`src/rtl/alu_pkg.sv`:
```
// Shared ALU definitions: operation encodings, multiplier FSM states and the
// default datapath width used by the execute-stage arithmetic units.
package alu_pkg;

    localparam int DEFAULT_WIDTH = 32;

    localparam logic [2:0] ALU_AND  = 3'b000;
    localparam logic [2:0] ALU_OR   = 3'b001;
    localparam logic [2:0] ALU_ADD  = 3'b010;
    localparam logic [2:0] ALU_MULT = 3'b100;
    localparam logic [2:0] ALU_SUB  = 3'b110;
    localparam logic [2:0] ALU_SLT  = 3'b111;

    typedef enum logic [1:0] {
        IDLE = 2'd0,
        CALC = 2'd1,
        FIX  = 2'd2,
        DONE = 2'd3
    } mult_state_e;

endpackage

```
`src/rtl/cond_neg.sv`:
```
// Conditional two's-complement: passes the value through, or negates it
// modulo 2^W when neg_i is set. Used for operand magnitudes and the final
// sign fix-up of the product.
module cond_neg #(
    parameter int W = 32
) (
    input  logic [W-1:0] val_i,
    input  logic         neg_i,
    output logic [W-1:0] res_o
);

    assign res_o = neg_i ? (~val_i + W'(1)) : val_i;

endmodule

```
`src/rtl/mult_seq_unit.sv`:
```
// Multi-cycle HI/LO multiplier for the execute stage. Runs a radix-2
// shift-add over operand magnitudes, then negates the 2*WIDTH product when
// the signed operands had opposite signs. busy stalls the pipeline while the
// unit works; done pulses for one cycle when hi/lo have been updated.
module mult_seq_unit
    import alu_pkg::*;
#(
    parameter int WIDTH = DEFAULT_WIDTH,
    parameter int CNT_W = 6
) (
    input  logic             clk,
    input  logic             resetn,
    input  logic             start,
    input  logic [2:0]       alucontrol,
    input  logic             hassign,
    input  logic             flush,
    input  logic [WIDTH-1:0] a,
    input  logic [WIDTH-1:0] b,
    output logic             busy,
    output logic             done,
    output logic [WIDTH-1:0] hi,
    output logic [WIDTH-1:0] lo
);

    localparam logic [CNT_W-1:0] LAST_ITER = CNT_W'(WIDTH - 1);

    mult_state_e            state_q;
    logic [CNT_W-1:0]       cnt_q;
    logic [2*WIDTH-1:0]     acc_q;
    logic [2*WIDTH-1:0]     mcand_q;
    logic [WIDTH-1:0]       mplier_q;
    logic                   neg_q;
    logic                   busy_q;
    logic                   done_q;
    logic [WIDTH-1:0]       hi_q;
    logic [WIDTH-1:0]       lo_q;

    logic [WIDTH-1:0]       mag_a;
    logic [WIDTH-1:0]       mag_b;
    logic [2*WIDTH-1:0]     prod_fix;
    logic [2*WIDTH-1:0]     acc_d;
    logic                   neg_d;
    logic                   accept;

    // Signed operands are reduced to magnitudes; 0x80..0 maps to itself,
    // which is the correct unsigned magnitude once the product is 2*WIDTH.
    cond_neg #(.W(WIDTH)) u_mag_a (
        .val_i (a),
        .neg_i (hassign & a[WIDTH-1]),
        .res_o (mag_a)
    );

    cond_neg #(.W(WIDTH)) u_mag_b (
        .val_i (b),
        .neg_i (hassign & b[WIDTH-1]),
        .res_o (mag_b)
    );

    cond_neg #(.W(2*WIDTH)) u_fix (
        .val_i (acc_q),
        .neg_i (neg_q),
        .res_o (prod_fix)
    );

    // A new multiply is taken only when the unit is free and no flush is pending.
    always_comb begin
        accept = start && (alucontrol == ALU_MULT) && !flush &&
                 ((state_q == IDLE) || (state_q == DONE));
        neg_d  = hassign & (a[WIDTH-1] ^ b[WIDTH-1]);
        acc_d  = mplier_q[0] ? (acc_q + mcand_q) : acc_q;
    end

    // Control FSM and datapath registers; flush overrides everything but reset.
    always_ff @(posedge clk or negedge resetn) begin
        if (!resetn) begin
            state_q  <= IDLE;
            cnt_q    <= '0;
            acc_q    <= '0;
            mcand_q  <= '0;
            mplier_q <= '0;
            neg_q    <= 1'b0;
            busy_q   <= 1'b0;
            done_q   <= 1'b0;
            hi_q     <= '0;
            lo_q     <= '0;
        end else if (flush) begin
            state_q <= IDLE;
            busy_q  <= 1'b0;
            done_q  <= 1'b0;
        end else begin
            done_q <= 1'b0;
            case (state_q)
                IDLE, DONE: begin
                    if (accept) begin
                        state_q  <= CALC;
                        cnt_q    <= '0;
                        acc_q    <= '0;
                        mcand_q  <= {{WIDTH{1'b0}}, mag_a};
                        mplier_q <= mag_b;
                        neg_q    <= neg_d;
                        busy_q   <= 1'b1;
                    end else begin
                        state_q <= IDLE;
                        busy_q  <= 1'b0;
                    end
                end
                CALC: begin
                    acc_q    <= acc_d;
                    mcand_q  <= mcand_q << 1;
                    mplier_q <= mplier_q >> 1;
                    cnt_q    <= cnt_q + CNT_W'(1);
                    if (cnt_q == LAST_ITER) begin
                        state_q <= FIX;
                    end
                end
                FIX: begin
                    hi_q    <= prod_fix[2*WIDTH-1:WIDTH];
                    lo_q    <= prod_fix[WIDTH-1:0];
                    state_q <= DONE;
                    busy_q  <= 1'b0;
                    done_q  <= 1'b1;
                end
                default: begin
                    state_q <= IDLE;
                    busy_q  <= 1'b0;
                end
            endcase
        end
    end

    assign busy = busy_q;
    assign done = done_q;
    assign hi   = hi_q;
    assign lo   = lo_q;

endmodule

```
`config.mk`:
```
export PLATFORM = sky130hd
export DESIGN_NAME = mult_seq_unit
export DESIGN_NICKNAME = d
export VERILOG_FILES = /design/src/rtl/alu_pkg.sv /design/src/rtl/cond_neg.sv /design/src/rtl/mult_seq_unit.sv
export SDC_FILE = /design/constraint.sdc
export NUM_CORES = 1
export LEC_CHECK = 0
export BUFFER_PORTS_ARGS = -buffer_cell sky130_fd_sc_hd__buf_2
export CAP_MARGIN = 10
export CORE_ASPECT_RATIO = 0.7
export CORE_MARGIN = 3
export CORE_UTILIZATION = 50
export CTS_CLUSTER_DIAMETER = 200
export DETAILED_ROUTE_END_ITERATION = 10
export PLACE_DENSITY = 0.71
export SLEW_MARGIN = 10
export SYNTH_ARGS = -nofsm -noshare
export SYNTH_HDL_FRONTEND = slang
export SYNTH_HIERARCHICAL = 1
export SYNTH_SLANG_ARGS = --single-unit
```
`constraint.sdc`:
```
create_clock -name clk -period 3.6 [get_ports clk]
set_clock_uncertainty 0.2 [all_clocks]
set_input_delay 0 -clock clk [delete_from_list [all_inputs] [get_ports clk]]
set_output_delay 0 -clock clk [all_outputs]
set_load 0.005 [all_outputs]
```
# Word-level counts from Yosys, hierarchy flattened
# Cells that the tools add are included.
dict set report word_totals {
  register_bits 235
  input_bits 72
}
dict set report classes {
  addsub 5
  n_eq_ne 8
  mux 21
  n_bitwise 8
  n_reduce_logical 13
}
# op count
set ops {}
lappend ops {{$mux W64} 4}
lappend ops {{$pmux W64 S2} 2}
lappend ops {{$mux W32} 3}
lappend ops {{$add A32 B1 Y32 const B} 2}
lappend ops {{$add A64 B1 Y64 const B} 1}
lappend ops {{$add A64 B64 Y64} 1}
lappend ops {{$not A32 Y32} 2}
lappend ops {{$not A64 Y64} 1}
lappend ops {{$pmux W32 S2} 1}
lappend ops {{$pmux W6 S2} 1}
lappend ops {{$add A6 B1 Y6 const B} 1}
lappend ops {{$eq A6 B5 Y1 const B} 1}
lappend ops {{$mux W6} 1}
lappend ops {{$pmux W2 S3} 1}
lappend ops {{$reduce_and A3 Y1} 2}
lappend ops {{$mux W1} 5}
lappend ops {{$eq A2 B2 Y1 const B} 2}
lappend ops {{$mux W2} 2}
lappend ops {{$ne A2 B2 Y1 const B} 2}
lappend ops {{$reduce_and A4 Y1} 1}
lappend ops {{$and A1 B1 Y1} 3}
lappend ops {{$eq A3 B3 Y1 const B} 1}
lappend ops {{$logic_and A1 B1 Y1} 3}
lappend ops {{$ne A3 B3 Y1 const B} 1}
lappend ops {{11 further kinds} 11}

# Depth between registers and ports, before layout
dict set report logic_depth {
  word_depth 7
  depth_mapped 13
  depth_no_buf 13
}

# By module
# Netlist, hierarchy kept.
# mod instances cells_each area_each_um2
set by_module_without_submodules {}
lappend by_module_without_submodules {mult_seq_unit 1 1377 13040.0}
lappend by_module_without_submodules {{cond_neg (u_mag_a ...)} 2 99 777.0}
lappend by_module_without_submodules {{cond_neg (u_fix)} 1 197 1530.2}

# Least setup slack after synthesis
# Ideal clock, no wire load.
dict set report synth_timing {
  kind {flip-flop to flip-flop}
  startpoint {reg acc_q[0]}
  endpoint {reg acc_q[60]}
  setup_time_ns 0.129
  arrival_time_ns 3.048
  required_time_ns 3.271
  slack_ns 0.223
  path_stages_with_launch 14
  period_less_slack_ns 3.377
  path_cell_list {dfrtp_1 -> ha_1 -> inv_1 -> fa_1 -> nor2b_4 -> o31a_1 -> o311a_1 -> or4_4 -> a21o_1 -> a311oi_2 -> o21ai_2 -> a311oi_2 -> xor2_1 -> o21ai_1}
}
dict set report synth_between {
  elab_chain_len 3
}
# item line
set synth_rtl {}
lappend synth_rtl {{from (decl)} mult_seq_unit.sv:29} ;# logic [2*WIDTH-1:0] acc_q;
lappend synth_rtl {{from (signal assigned)} mult_seq_unit.sv:78} ;# acc_q <= '0;
lappend synth_rtl {{from (signal assigned)} mult_seq_unit.sv:97} ;# acc_q <= '0;
lappend synth_rtl {{from (signal assigned)} mult_seq_unit.sv:108} ;# acc_q <= acc_d;
lappend synth_rtl {{$add A64 B64 Y64} mult_seq_unit.sv:70} ;# acc_d = mplier_q[0] ? (acc_q + mcand_q) : acc_q;
lappend synth_rtl {{$mux W64} mult_seq_unit.sv:70}
lappend synth_rtl {{$pmux W64 S2} mult_seq_unit.sv:92} ;# case (state_q)
# No other way between the ends. The select of a mux whose other input is x is not followed.
# A chain may end at the register's enable or synchronous reset.

# Worst setup path after layout
dict set report layout_timing {
  startpoint {reg mcand_q[0]}
  endpoint {reg acc_q[52]}
}
dict set report layout_between {
  elab_chain_len 3
}
# item line
set layout_rtl {}
lappend layout_rtl {{from (decl)} mult_seq_unit.sv:30} ;# logic [2*WIDTH-1:0] mcand_q;
lappend layout_rtl {{from (signal assigned)} mult_seq_unit.sv:98} ;# mcand_q <= {{WIDTH{1'b0}}, mag_a};
lappend layout_rtl {{from (signal assigned)} mult_seq_unit.sv:109} ;# mcand_q <= mcand_q << 1;
lappend layout_rtl {{$add A64 B64 Y64} mult_seq_unit.sv:70}
lappend layout_rtl {{$mux W64} mult_seq_unit.sv:70}
lappend layout_rtl {{$pmux W64 S2} mult_seq_unit.sv:92}
# No other way between the ends. The select of a mux whose other input is x is not followed.

==> results.md <==
* Outcome: finished, final reports clean
* Yosys warns at 6
* Site Rows at 54
* Worst Setup End Kind: flip-flop
* Synth Register Bits at 235
* Placer Congestion at 0.997
* Max rail drop VDD at about 0.33 mV
* Post-layout minimum cycle time at roughly 3500 ps
* PD cells at 444 nW/um^2
* CTS tree: built
* Post-Syn Area at 16,100 um^2
* I/O pin count at approximately 140
* Clock slew seen by the registers of the worst setup and hold paths at 70 ps
* Vias in the first global route at 13,900
* Layout cells sized above 1 at 19.8%
* Gr ovfl total at 0
* Worst path required time at 3860 ps
* Synthesized instance count at between 1,500 and 2,000
* Htree depth at 1
* CORE AREA at 31,500 um^2
* Highest routing layer actually used: met4
* Drc violations at 0
* Reg-to-reg startpoint: mcand_q[0]$_DFFE_PN0P_
* Hold Crit Depth at 3
* Leak at 9.11 nW
* Layout area overhead at 23.0%
* Startpoint class of the critical path: flip-flop
* WP data arrival at between 3000 and 4000 ps
* Drt initial violations at around 1,300
* Tot GR Track Use at between 20 and 30%
* Antenna Nets Post-Route at 0
* First-pass GRT wire length at 76,900 um
* Max FO, Critical Path at 3
* Slew headroom at 26.6%
* WL met3 at 4910 um
* Total power at 8.81 mW
* Area contributors post-synth: dfrtp_1, xnor2_1, nand2_1
* Via count at 14,700
* Slew of the pin with the lowest slew margin at 1100 ps
* Clock latency on the worst-skew pair at roughly 560 ps
* Hold_sp: flush
* Initial Util at 51.2%
* DPL Wire Length at approximately 35,000 um
* # fillers at 2,585
* Ys flop type: dfrtp_1
* Drt wl/cell at just under 20 um
* Syn_area_per_cell at 9.10 um^2
* Utilization after layout at a little over three fifths
* Largest net degree at the start of global routing at between 100 and 150
* Nets at 2,174
* Initial antenna violation count at 0
* CTS Buf Count at 26
* Post-route clock period utilization at 97.3%
* Hold Crit Class: input port to flip-flop
* Post-synthesis cell type count at 79
* Router iterations before antenna repair at 6
* WL met1 at 23,700 um
* Chip height at 156 um
* Port Buffers at 137
* Fmax at 285 MHz
* Worst Hold End: state_q[1]$_DFFE_PN0P_
* CTS Sinks at 235
* WL final at between 40,000 and 50,000 um
* Met2 wire len at 19,000 um
* Setup TNS at 0 ps
* Setup violators final at 0
* Seq. cell area at 5880 um^2
* Final slew viol count at 0
* Vias/cell at a little under 6
* Critical R2R Capture: acc_q[52]$_DFFE_PN0P_
* Sequential area share after synthesis at 36.5%
* Clock root buffer: clkbuf_16
* Critical path class: flip-flop to flip-flop
* Syn nets at around 1,900
* Clock Path Buffers at 3
* Top-area cell type share of the netlist area at 36.5%
* N_diodes at 0
* Area leader, netlist: dfrtp_1
* Hold Violations, Final at 0
* Multi-input gate area at 9900 um^2
* EDFF count, synth at 0
* Max Cap Viol at 0
* Flop2flop setup slack at 100 ps
* Die area at approximately 34,000 um^2
* Worst reg2reg path depth at 14
* Die Width at between 200 and 250 um
* FFs w/ async S/R, synth at 100%
sequential cells by signal, summed over array words and instances (netlist names):
name,count
state_q,2
neg_q,1
busy,1
cnt_q,6
mplier_q,32
lo,32
hi,32
done,1
mcand_q,64
acc_q,64
cell families after synthesis:
kind of cell,count (synthesis),synth area share (%)
muxes,129,8.52
DFF,235,36.5
and+or+nand+nor,557,17.6
AOI/OAI and AO/OA,479,19.2
xor gates and xnor gates,178,9.67
buffers and inverters,124,3.04
adders and majority gates,70,5.48
critical path, stage by stage (launching register included):
cell	delay, ps
dfrtp_1	410
ha_2	200
inv_2	60
fa_2	230
nor2b_4	50
o31a_1	270
o311a_1	330
or4_4	500
a21o_1	220
a311oi_4	300
o21ai_2	120
buf_4	140
buf_4	130
xnor2_2	120
o21ai_0	150
cells in the final DEF (no fill, tap or decap), types with 46 or more instances in the layout:
cell / n
nand2_1: 280
dfrtp_1: 234
o21ai_0: 200
xnor2_1: 150
buf_2: 136
dlygate4sd3_1: 111
buf_4: 79
a21oi_1: 74
mux2_2: 66
ha_1: 65
mux2i_1: 63
nand3_1: 60
nor2_1: 46
worst max path at each step:
stage | start | end
global route | mcand_q[16]$_DFFE_PN0P_ | acc_q[39]$_DFFE_PN0P_
CTS | mcand_q[0]$_DFFE_PN0P_ | acc_q[60]$_DFFE_PN0P_
finish | mcand_q[0]$_DFFE_PN0P_ | acc_q[52]$_DFFE_PN0P_
detailed placement | mcand_q[0]$_DFFE_PN0P_ | acc_q[58]$_DFFE_PN0P_
global placement | mcand_q[0]$_DFFE_PN0P_ | acc_q[60]$_DFFE_PN0P_
floorplan | acc_q[0]$_DFFE_PN0P_ | acc_q[60]$_DFFE_PN0P_
metal layers:
metal  GRT usage (%)  up-vias
met2            38.5      632
li1                -     6947
met5               0        -
met1            43.7     7061
met4            4.93        0
met3            7.94       56
Yosys cell counts, types with 13 or more instances:
library cell,n
xor2_1,27
a21o_1,35
dfrtp_1,235
nand2b_1,18
or3_1,19
a21oi_1,77
nand3_1,60
nor2_1,47
nor2b_1,14
o41ai_1,22
clkbuf_1,82
nor3_1,18
nand4_1,28
o41ai_2,13
nand2_1,281
nor4_1,14
mux2i_1,63
inv_1,25
mux2_2,66
o31ai_1,40
ha_1,69
xnor2_1,151
o21ai_0,200
cell type report:
class	instances	area share, %
clock buffers	34	3.84
clock inverters	13	0.940
inverters	25	0.473
multi-input cells	1413	49.9
flip-flops and latches	235	29.7
well taps	420	2.65
repair buffers	331	12.5
report_power, final:
part	leakage, nW	internal (mW)	total, mW	switching (mW)
clock	0.455	1.78	2.94	1.16
combinational	5.47	1.03	2.35	1.32
sequential	3.18	3.07	3.52	0.446
through the flow:
stage / setup slack (ps) / hold slack (ps) / area (um^2) / cells
global route: -8.49 / 62.5 / 19800 / 2471
floorplan: 223 / -496 / 16100 / 1772
finish: 96.0 / 36.0 / 19800 / 2471
CTS: 29.4 / 14.8 / 19700 / 2471
detailed placement: -29.2 / -182 / 17600 / 2311
global placement: 20.9 / -184 / 17600 / 2311
what timing repair did:
action                                 CTS  global route
endpoints found under the hold margin  302             0
pin swaps                                2             5
setup buffers                            1             0
hold buffers                           112             0
resized for setup                        3            21
setup endpoints to repair                4            15
No activity file was read; power rests on OpenSTA's default activity.
